==> src/rtl/line_sched_pkg.sv <==
// Shared types and default constants for the line-command scheduler.
// Included by the scheduler top and the testbench.
package line_sched_pkg;

    localparam int X_W     = 10;
    localparam int Y_W     = 9;
    localparam int TIMEOUT = 1024;

    typedef enum logic [1:0] {
        IDLE  = 2'd0,
        START = 2'd1,
        WAIT  = 2'd2,
        DONE  = 2'd3
    } sched_state_t;

    typedef struct packed {
        logic [X_W-1:0] x0;
        logic [X_W-1:0] x1;
        logic [Y_W-1:0] y0;
        logic [Y_W-1:0] y1;
        logic           color;
    } line_cmd_t;

    function automatic logic [1:0] onehot2(input logic id);
        return id ? 2'b10 : 2'b01;
    endfunction

endpackage

==> src/rtl/rr_arbiter2.sv <==
// Two-way round-robin arbiter; a lone request always wins,
// ties go to the requester the pointer favours.
module rr_arbiter2 (
    input  logic       clk,
    input  logic       reset,
    input  logic [1:0] req,
    input  logic       advance,
    output logic [1:0] grant
);

    logic r_ptr;

    always_ff @(posedge clk or posedge reset) begin
        if (reset) begin
            r_ptr <= 1'b0;
        end else if (advance) begin
            r_ptr <= ~r_ptr;
        end
    end

    always_comb begin
        grant = 2'b00;
        unique case (req)
            2'b01:   grant = 2'b01;
            2'b10:   grant = 2'b10;
            2'b11:   grant = r_ptr ? 2'b10 : 2'b01;
            default: grant = 2'b00;
        endcase
    end

endmodule

==> src/rtl/line_sched.sv <==
// Shares one line engine between two command sources: arbitrate,
// latch the command, launch the engine, report done or timeout.
module line_sched #(
    parameter int X_W     = line_sched_pkg::X_W,
    parameter int Y_W     = line_sched_pkg::Y_W,
    parameter int TIMEOUT = line_sched_pkg::TIMEOUT
) (
    input  logic                clk,
    input  logic                reset,
    input  logic [1:0]          req_valid,
    output logic [1:0]          req_ready,
    input  logic [1:0][X_W-1:0] req_x0,
    input  logic [1:0][X_W-1:0] req_x1,
    input  logic [1:0][Y_W-1:0] req_y0,
    input  logic [1:0][Y_W-1:0] req_y1,
    input  logic [1:0]          req_color,
    output logic [1:0]          cmd_done,
    output logic [1:0]          cmd_err,
    output logic                eng_start,
    output logic [X_W-1:0]      eng_x0,
    output logic [X_W-1:0]      eng_x1,
    output logic [Y_W-1:0]      eng_y0,
    output logic [Y_W-1:0]      eng_y1,
    input  logic                eng_done,
    output logic                pix_color,
    output logic                pix_en,
    output logic                busy,
    output logic                grant_id
);

    import line_sched_pkg::*;

    localparam int CW = $clog2(TIMEOUT);
    localparam logic [CW-1:0] CNT_MAX = CW'(TIMEOUT - 1);

    sched_state_t   r_state;
    sched_state_t   w_next;
    logic [CW-1:0]  r_cnt;
    logic           r_ok;
    logic           r_gid;
    logic [X_W-1:0] r_x0;
    logic [X_W-1:0] r_x1;
    logic [Y_W-1:0] r_y0;
    logic [Y_W-1:0] r_y1;
    logic           r_color;
    logic [1:0]     w_grant;
    logic           w_win;
    logic           w_accept;
    logic           w_expire;

    rr_arbiter2 u_arb (
        .clk     (clk),
        .reset   (reset),
        .req     (req_valid),
        .advance (r_state == DONE),
        .grant   (w_grant)
    );

    assign w_win    = w_grant[1];
    assign w_accept = (r_state == IDLE) && (|w_grant);
    assign w_expire = (r_cnt == CNT_MAX);

    always_comb begin
        w_next = r_state;
        unique case (r_state)
            IDLE:    if (w_accept) w_next = START;
            START:   w_next = WAIT;
            WAIT:    if (eng_done || w_expire) w_next = DONE;
            DONE:    w_next = IDLE;
            default: w_next = IDLE;
        endcase
    end

    always_ff @(posedge clk or posedge reset) begin
        if (reset) begin
            r_state <= IDLE;
            r_cnt   <= '0;
            r_ok    <= 1'b0;
            r_gid   <= 1'b0;
            r_x0    <= '0;
            r_x1    <= '0;
            r_y0    <= '0;
            r_y1    <= '0;
            r_color <= 1'b0;
        end else begin
            r_state <= w_next;
            if (w_accept) begin
                r_gid   <= w_win;
                r_x0    <= req_x0[w_win];
                r_x1    <= req_x1[w_win];
                r_y0    <= req_y0[w_win];
                r_y1    <= req_y1[w_win];
                r_color <= req_color[w_win];
            end
            // Saturating: parks at CNT_MAX rather than wrapping.
            if (r_state == START) begin
                r_cnt <= '0;
            end else if (r_state == WAIT && !w_expire) begin
                r_cnt <= r_cnt + 1'b1;
            end
            if (r_state == WAIT) begin
                r_ok <= eng_done;
            end
        end
    end

    assign req_ready = (r_state == IDLE && !reset) ? w_grant : 2'b00;
    assign eng_start = (r_state == START);
    assign pix_en    = (r_state == START) || (r_state == WAIT);
    assign busy      = (r_state != IDLE);
    assign cmd_done  = (r_state == DONE && r_ok) ? onehot2(r_gid) : 2'b00;
    assign cmd_err   = (r_state == DONE && !r_ok) ? onehot2(r_gid) : 2'b00;
    assign grant_id  = r_gid;
    assign eng_x0    = r_x0;
    assign eng_x1    = r_x1;
    assign eng_y0    = r_y0;
    assign eng_y1    = r_y1;
    assign pix_color = r_color;

endmodule
==> config.mk <==
export PLATFORM = sky130hd
export DESIGN_NAME = line_sched
export DESIGN_NICKNAME = d
export VERILOG_FILES = /design/src/rtl/line_sched_pkg.sv /design/src/rtl/rr_arbiter2.sv /design/src/rtl/line_sched.sv
export SDC_FILE = /design/constraint.sdc
export NUM_CORES = 1
export LEC_CHECK = 0
export CORE_ASPECT_RATIO = 0.75
export CORE_MARGIN = 4
export CORE_UTILIZATION = 36
export DETAILED_ROUTE_END_ITERATION = 8
export PLACE_DENSITY = 0.79
export SLEW_MARGIN = 20
export SYNTH_ARGS = -nofsm -noshare
export SYNTH_HDL_FRONTEND = slang
export SYNTH_SLANG_ARGS = --single-unit
==> constraint.sdc <==
create_clock -name clk -period 1.9 [get_ports clk]
set_input_delay 0.57 -clock clk [delete_from_list [all_inputs] [get_ports clk]]
set_output_delay 0.57 -clock clk [all_outputs]
set_load 0.01 [all_outputs]
==> out/results.txt, run 1 <==
Port Buffers: 131
Peak supply drop: 0.5777 mV
Post-Synthesis Cells: 253
Initial DRC Count: 65
Worst Hold End: eng_x0[9]
Synth top area share: 50.90%
Main synth FF type: dfrtp_1
Min-delay worst type: reg -> reg
Final number of hold-violating endpoints: 0
Register bit count reported by yosys: 54
Routed WL: 7283 um
Setup ws final: -70.13 ps
Distinct cells, synth: 39
Synthesized area per cell: 10.49 um2
Mapped Area: 2655 um2
Crit Reg-Reg Endpoint: r_cnt[9]
Clk_lat worst skew: 310 ps
Hold Path Stages: 2
Cell breakdown of the critical path: inv_2 -> ha_4 -> inv_6 -> a2111oi_4 -> buf_2
Row count: 26
Clk pin slew, worst setup/hold paths: 90 ps
Hold Startpoint: eng_x0[9]
Post-DP HPWL: 5513 um
Unrepaired setup endpoints after global routing: yes
Detailed-route wire length per cell: 14.57 um
Outcome: finished with violations
Die X-Extent: 107.2 um
Count leader, synth: dfrtp_1
# hold bufs at CTS: 0
Seq/Total Area, Yosys: 50.90%
FF-to-FF path depth: 7
Max-slew headroom: 68.16%
CTS Buffer Depth: 2
CTS tree: built
Minimum clock period: 1970 ps
DRC violations left: 0
Final setup fails: 1
Synth top area cells: dfrtp_1 (51%), mux2i_1 (15%), nand2_1 (6.1%)
Min Hold Slack: 483.5 ps
Fmax: 507.6 MHz
Critical Path AT: 1400 ps
Vias per inst: 4.856
Diodes inserted: 0
Num CTS Buffers: 5
GRT Total Usage: 16.21%
Die Y: 82.38 um
Largest net degree at the start of global routing: 55
Area delta synth->final: 65.65%
CP endpoint kind: output pin
Area leader, netlist: dfrtp_1
Crit-path slowest cell: dfrtp_1
Critical Path RT: 1330 ps
Fillers: 578
Total negative slack: -70.13 ps
Core Region: 6994 um2
Pins Over Slew Limit: 0
Critical R2R Launch: r_state[0]
Initial core utilization: 37.96%
H-tree depth: 2
Antenna violations before repair: 0
WS Path Type: reg -> out
Static Leakage: 0.002021 uW
PwrDens: 1306 nW/um2
Share of cells above drive strength 1: 15.67%
Number of global-route vias before repair: 2393
Max FO, Critical Path: 5
Congestion Overflow GR: 0
Post-route ant nets: 0
Routability cong.: 0.8188
Syn nets: 342
Drt pass-1 iters: 4
Root buffer cell: clkbuf_8
DIE AREA: 8828 um2
Max-cap violations: 0
Worst-margin pin slew: 477.6 ps
First-pass GRT wire length: 11350 um
CTS sink count: 54
Failing checks: setup timing
Yosys warnings: 0
R2R setup slack: 120 ps
Number of I/O pins: 132
Asr flop ratio synth: 100.0%
Critical Path Start Type: flop
DR vias: 2428
Final net count: 490
Number of synthesized flops with an enable pin: 0
Final Skew: 7.296 ps
Slowest stage delay, CP: 400 ps
Period utilisation layout: 103.7%
Commonest cells post-synth: dfrtp_1 (54), nand2_1 (43), mux2i_1 (41), o21ai_0 (22), o21ai_1 (21)
worst max-delay path, delay by kind of cell, from the launching register on:
family / cells / cell delay, ps
buf+inv: 3 / 330
flops: 1 / 400
compound gates: 1 / 200
fa+ha+maj: 1 / 170
state kept, by name, summed over array words and instances, names as in the netlist:
signal	count
r_state	2
eng_y0	9
grant_id	1
r_ok	1
pix_color	1
eng_x1	10
u_arb.r_ptr	1
eng_y1	9
r_cnt	10
eng_x0	10
worst max-delay path by stage:
stage / slack (ps) / startpoint / to / depth (start not counted)
2_1_floorplan: 20 / reset / eng_x0[0] / 1
3_3_place_gp: -680 / req_valid[0] / req_ready[0] / 4
3_5_place_dp: -840 / req_valid[0] / req_ready[0] / 4
4_1_cts: -60 / r_state[0] / req_ready[0] / 5
5_1_grt: -130 / r_state[1] / req_ready[0] / 5
6_report: -70 / r_state[1] / req_ready[0] / 5
what timing repair did:
item	CTS	global route
pin swaps	2	1
buffers inserted	2	4
gates resized for setup	47	11
endpoints found under the setup margin	48	27
kinds of logic after synthesis:
group | count (synthesis) | synth area share (%)
and+or+nand+nor | 70 | 12.77
AOI/OAI and AO/OA | 59 | 13.01
muxes | 43 | 16.45
DFF | 54 | 50.90
adders and majority gates | 6 | 2.827
buffers and inverters | 18 | 3.063
xor gates and xnor gates | 3 | 0.9898
cell usage in the layout (no fill, tap or decap), types with 3 or more instances in the layout:
master	count
clkdlybuf4s50_1	119
dfrtp_1	53
nand2_1	43
mux2i_1	41
o21ai_0	22
o21ai_1	20
buf_4	19
buf_2	7
nor2_1	6
clkbuf_8	5
a21oi_1	4
inv_2	4
xor2_1	3
ha_1	3
buf_12	3
final cells by class:
class	count	area, um2	area share [%]
sequential	54	1353	30.75
timing repair buffer	154	1484	33.74
tap	98	122.6	2.788
multi-input combinational	181	1305	29.67
clock buffer	6	72.57	1.650
clock inverter	2	37.54	0.8535
inverter	5	23.77	0.5405
layer usage:
layer / global-route usage [%] / share of wire [%] / vias up
met5: 0 / 0 / -
met4: 6.641 / 1.4 / 0
met3: 4.740 / 7.7 / 10
met2: 27.78 / 50 / 92
met1: 19.37 / 41 / 1134
li1: - / - / 1192
metrics by stage:
stage	instance area, um2	util, %	setup slack (ps)	cells	power [uW]
2_1_floorplan	2656	-	15.42	253	3229
3_3_place_gp	4212	60.21	-683.6	486	4771
3_5_place_dp	4212	60.21	-839.9	486	4883
4_1_cts	4358	62.31	-63.48	496	5715
5_1_grt	4398	62.88	-130.9	500	6165
6_report	4398	62.88	-70.13	500	5742
power by group:
group,leakage [uW],internal [uW],switching (uW),total [uW]
clock,0.0000514,394,370,763
sequential,0.000679,1640,295,1930
combinational,0.00129,1670,1380,3050
total,0.00202,3700,2040,5740
(Power assumes the default switching activity.)
==> run 2: changes to the inputs <==
Settings changed: CORE_UTILIZATION 36 to 43, PLACE_DENSITY 0.79 to 0.88.
Clock period 1.9 ns to 2.3 ns, I/O delays scaled along.
==> out/results.txt, run 2 (same netlist as run 1, synthesis figures left out) <==
Outcome: completed
Max FO, Critical Path: 2
Worst-margin pin slew: 702.6 ps
Power consumption: 4441 uW
PwrDens: 1042 nW/um2
Routability cong.: 0.8029
DRC violations left: 0
FF-to-FF path depth: 5
Net switching power: 1596 uW
Initial core utilization: 45.11%
Non-Filler Instances: 474
Unrepaired setup endpoints after global routing: no
Final Core Density: 72.45%
Vias per inst: 5.099
Placed cell count: 467
Antenna violations before repair: 0
Post-DP HPWL: 5580 um
Critical R2R Launch: u_arb.r_ptr
Crit Reg-Reg Endpoint: eng_y0[7]
WS Path Type: reg -> out
Power share of the sequential group: 35.6%
Row count: 24
Core Region: 5886 um2
Peak supply drop: 0.4543 mV
Net Sw Frac: 35.94%
Hold Path Stages: 2
Critical Path RT: 1610 ps
Worst Hold End: eng_x0[0]
Most frequent cells in the layout: clkdlybuf4s50_1 (120), dfrtp_1 (54), nand2_1 (43), mux2i_1 (41), o21ai_0 (22)
Critical Path AT: 1550 ps
Number of global-route vias before repair: 2558
Congestion Overflow GR: 0
Critical Path Start Type: flop
# hold bufs at CTS: 0
Max-cap violations: 0
Clk pin slew, worst setup/hold paths: 90 ps
Period utilisation layout: 97.32%
Internal: 2845 uW
Post-route ant nets: 0
Drt pass-1 iters: 4
Detailed-route wire length per cell: 15.08 um
Area delta synth->final: 60.60%
Share of cells above drive strength 1: 10.35%
GRT Total Usage: 19.68%
Final number of hold-violating endpoints: 0
CTS Buffer Depth: 2
Routed WL: 7150 um
Final setup fails: 0
Fillers: 452
CTS sink count: 54
Most common cell after layout, fill and taps aside: clkdlybuf4s50_1
CTS tree: built
Die Y: 76.05 um
CP endpoint kind: output pin
Pins Over Slew Limit: 0
DR vias: 2417
Initial DRC Count: 96
Largest net degree at the start of global routing: 55
First-pass GRT wire length: 12050 um
Hold Startpoint: eng_x0[0]
Clk network pwr share: 11.3%
R2R setup slack: 480 ps
Static Leakage: 0.002004 uW
Combinational Power Share: 53.1%
Max-slew headroom: 53.16%
Total negative slack: 0 ps
Final net count: 485
Num CTS Buffers: 5
Diodes inserted: 0
Fmax: 446.7 MHz
Clk_lat worst skew: 300 ps
H-tree depth: 2
Minimum clock period: 2238 ps
Root buffer cell: clkbuf_8
Final Skew: 7.623 ps
Number of I/O pins: 132
DIE AREA: 7509 um2
Die X-Extent: 98.74 um
Min-delay worst type: reg -> reg
Port Buffers: 131
run 2: changes by cell type in the layout (fill, tap and decap cells not counted), moves of 2 or more:
cell,change
buf_2,-5
dlygate4sd2_1,+5
buf_4,-4
inv_1,+4
inv_2,-3
dlymetal6s2s_1,+2
ha_1,+2
ha_4,-2
run 2: per-layer routing:
layer | share of wire (%) | global-route usage (%)
met1 | 41 | 23.53
met2 | 50 | 33.47
met3 | 7.3 | 5.672
met4 | 1.9 | 7.640
met5 | 0 | 0
run 2: how the worst max path moves through the flow:
stage	startpoint	end	slack, ps	cells after the start
floorplan	r_state[0]	req_ready[0]	200	4
global placement	req_valid[0]	req_ready[0]	-500	4
detailed placement	req_valid[0]	req_ready[0]	-510	4
CTS	r_state[1]	eng_start	10	4
global route	r_state[1]	cmd_err[0]	10	4
finish	r_state[0]	pix_en	60	3
run 2: power by group through the flow:
stage	logic, uW	clock network (uW)	registers (uW)
after global placement	2340	0	1580
after CTS	2400	514	1580
final	2360	501	1580
after global routing	2590	547	1640
after floorplan	919	0	1750
after detailed placement	2410	0	1600
run 2: stage by stage:
stage	worst slack, ps	instance area [um2]	hold slack (ps)
5_1_grt	13.73	4264	520.6
4_1_cts	12.47	4259	491.1
2_1_floorplan	200.8	2655	475.7
3_5_place_dp	-514.3	4180	469.6
6_report	61.55	4264	487.4
3_3_place_gp	-499.8	4180	460.5
run 2: layout make-up:
class / instances / area, um2 / share of cell area, %
multi-input cells: 181 / 1255 / 29.43
well taps: 78 / 97.59 / 2.289
repair buffers: 149 / 1461 / 34.27
flip-flops and latches: 54 / 1351 / 31.69
clock inverters: 1 / 7.507 / 0.1761
clock buffers: 6 / 72.57 / 1.702
inverters: 5 / 18.77 / 0.4401
run 2: worst max-delay path, cell delays in order, from the launching register on:
cell and delay [ps]:
dfrtp_1 360, inv_1 60, ha_1 290, clkdlybuf4s50_1 540
run 2: what timing repair did:
| action | 4_1_cts | 5_1_grt |
|---|---|---|
| setup endpoints to repair | 10 | 2 |
| buffers inserted | 0 | 0 |
| resized for setup | 19 | 2 |
| pin swaps | 1 | 0 |
==> run 3: changes to the inputs <==
Settings changed: SKIP_CTS_REPAIR_TIMING set to 1, TNS_END_PERCENT set to 20.
==> out/results.txt, run 3 (same netlist as run 1, synthesis figures left out) <==
Outcome: completed
Critical Path AT: 1550 ps
Min Hold Slack: 487.4 ps
WS Path Type: reg -> out
Detailed-route wire length per cell: 15.06 um
Area delta synth->final: 61.69%
Max-slew headroom: 53.61%
PwrDens: 1036 nW/um2
Number of I/O pins: 132
GRT Total Usage: 19.58%
Root buffer cell: clkbuf_8
First-pass GRT wire length: 11960 um
Initial core utilization: 45.11%
Total negative slack: 0 ps
CTS tree: built
Routability cong.: 0.8029
Min-delay worst type: reg -> reg
Critical Path RT: 1610 ps
Slowest stage delay, CP: 540 ps
Placed cell count: 467
Diodes inserted: 0
Cell breakdown of the critical path: inv_1 -> ha_1 -> clkdlybuf4s50_1
Drt pass-1 iters: 4
Most common cell after layout, fill and taps aside: clkdlybuf4s50_1
Post-DP HPWL: 5580 um
CTS Buffer Depth: 2
Static Leakage: 0.002092 uW
Share of cells above drive strength 1: 9.848%
Post-route ant nets: 0
Largest net degree at the start of global routing: 55
Critical Path Start Type: flop
Congestion Overflow GR: 0
Max FO, Critical Path: 2
Core Region: 5886 um2
Period utilisation layout: 97.27%
Peak supply drop: 0.4542 mV
Crit-path slowest cell: clkdlybuf4s50_1
Final number of hold-violating endpoints: 0
Die Y: 76.05 um
Fillers: 442
DIE AREA: 7509 um2
FF/Latch Area: 1351 um2
Area of the multi-input gates: 1250 um2
Final Skew: 7.836 ps
Final setup fails: 0
Final net count: 485
H-tree depth: 2
Row count: 24
Num CTS Buffers: 5
Unrepaired setup endpoints after global routing: yes
Max-cap violations: 0
Routed WL: 7137 um
CTS sink count: 54
Initial DRC Count: 78
Non-Filler Instances: 474
Minimum clock period: 2237 ps
Die X-Extent: 98.74 um
Antenna violations before repair: 0
Number of global-route vias before repair: 2549
Clk_lat worst skew: 300 ps
Clk pin slew, worst setup/hold paths: 90 ps
Pins Over Slew Limit: 0
Worst-margin pin slew: 695.9 ps
Port Buffers: 131
Vias per inst: 5.063
CP endpoint kind: output pin
Power consumption: 4448 uW
Fmax: 447.0 MHz
Most frequent cells in the layout: clkdlybuf4s50_1 (120), dfrtp_1 (54), nand2_1 (43), mux2i_1 (41), o21ai_0 (22)
DR vias: 2400
DRC violations left: 0
## run 3: changes by cell type in the layout (fill, tap and decap cells not counted), sizes merged
cell	change
buf	-1
dlygate4sd2	-7
dlymetal6s2s	+8
## run 3: final timing paths
kind	start	cells after the start	slack (ps)	endpoint
setup / recovery	r_state[0]	3	60	pix_en
hold / removal	eng_x0[0]	2	490	eng_x0[0]
setup reg to reg	u_arb.r_ptr	5	520	eng_x1[7]
hold reg to reg	eng_x0[0]	2	490	eng_x0[0]
max in group asynchronous	reset	4	1470	eng_x0[1]
min in group asynchronous	reset	4	610	r_cnt[3]
## run 3: layer usage
| layer | part of all wire [%] | track usage (%) |
|---|---|---|
| met1 | 41 | 23.23 |
| met2 | 50 | 33.40 |
| met3 | 7.2 | 5.855 |
| met4 | 1.8 | 7.503 |
| met5 | 0 | 0 |
## run 3: power breakdown
part	total (uW)	switching (uW)	internal, uW
Clock	501	291	210
Combinational	2370	1070	1300
Sequential	1580	228	1350
## run 3: worst max-delay path: cells and delay by family (launching register included)
family                   cells  cell delay, ps
adder cells (fa/ha/maj)      1             290
buffers and inverters        2             600
flip-flops                   1             360
## run 3: area by class of cell
| class | instances | area share (%) |
|---|---|---|
| Tap cell | 78 | 2.273 |
| Clock buffer | 6 | 1.690 |
| Sequential cell | 54 | 31.48 |
| Clock inverter | 1 | 0.1749 |
| Timing Repair Buffer | 149 | 34.83 |
| Inverter | 5 | 0.4372 |
| Multi-Input combinational cell | 181 | 29.12 |
## run 3: per-stage QoR
stage	utilization [%]	worst slack (ps)	instance area, um2
floorplan	-	200.8	2655
global placement	71.02	-499.8	4180
detailed placement	71.02	-514.3	4180
CTS	72.39	-537.0	4260
global route	72.94	-50.08	4293
finish	72.94	62.80	4293
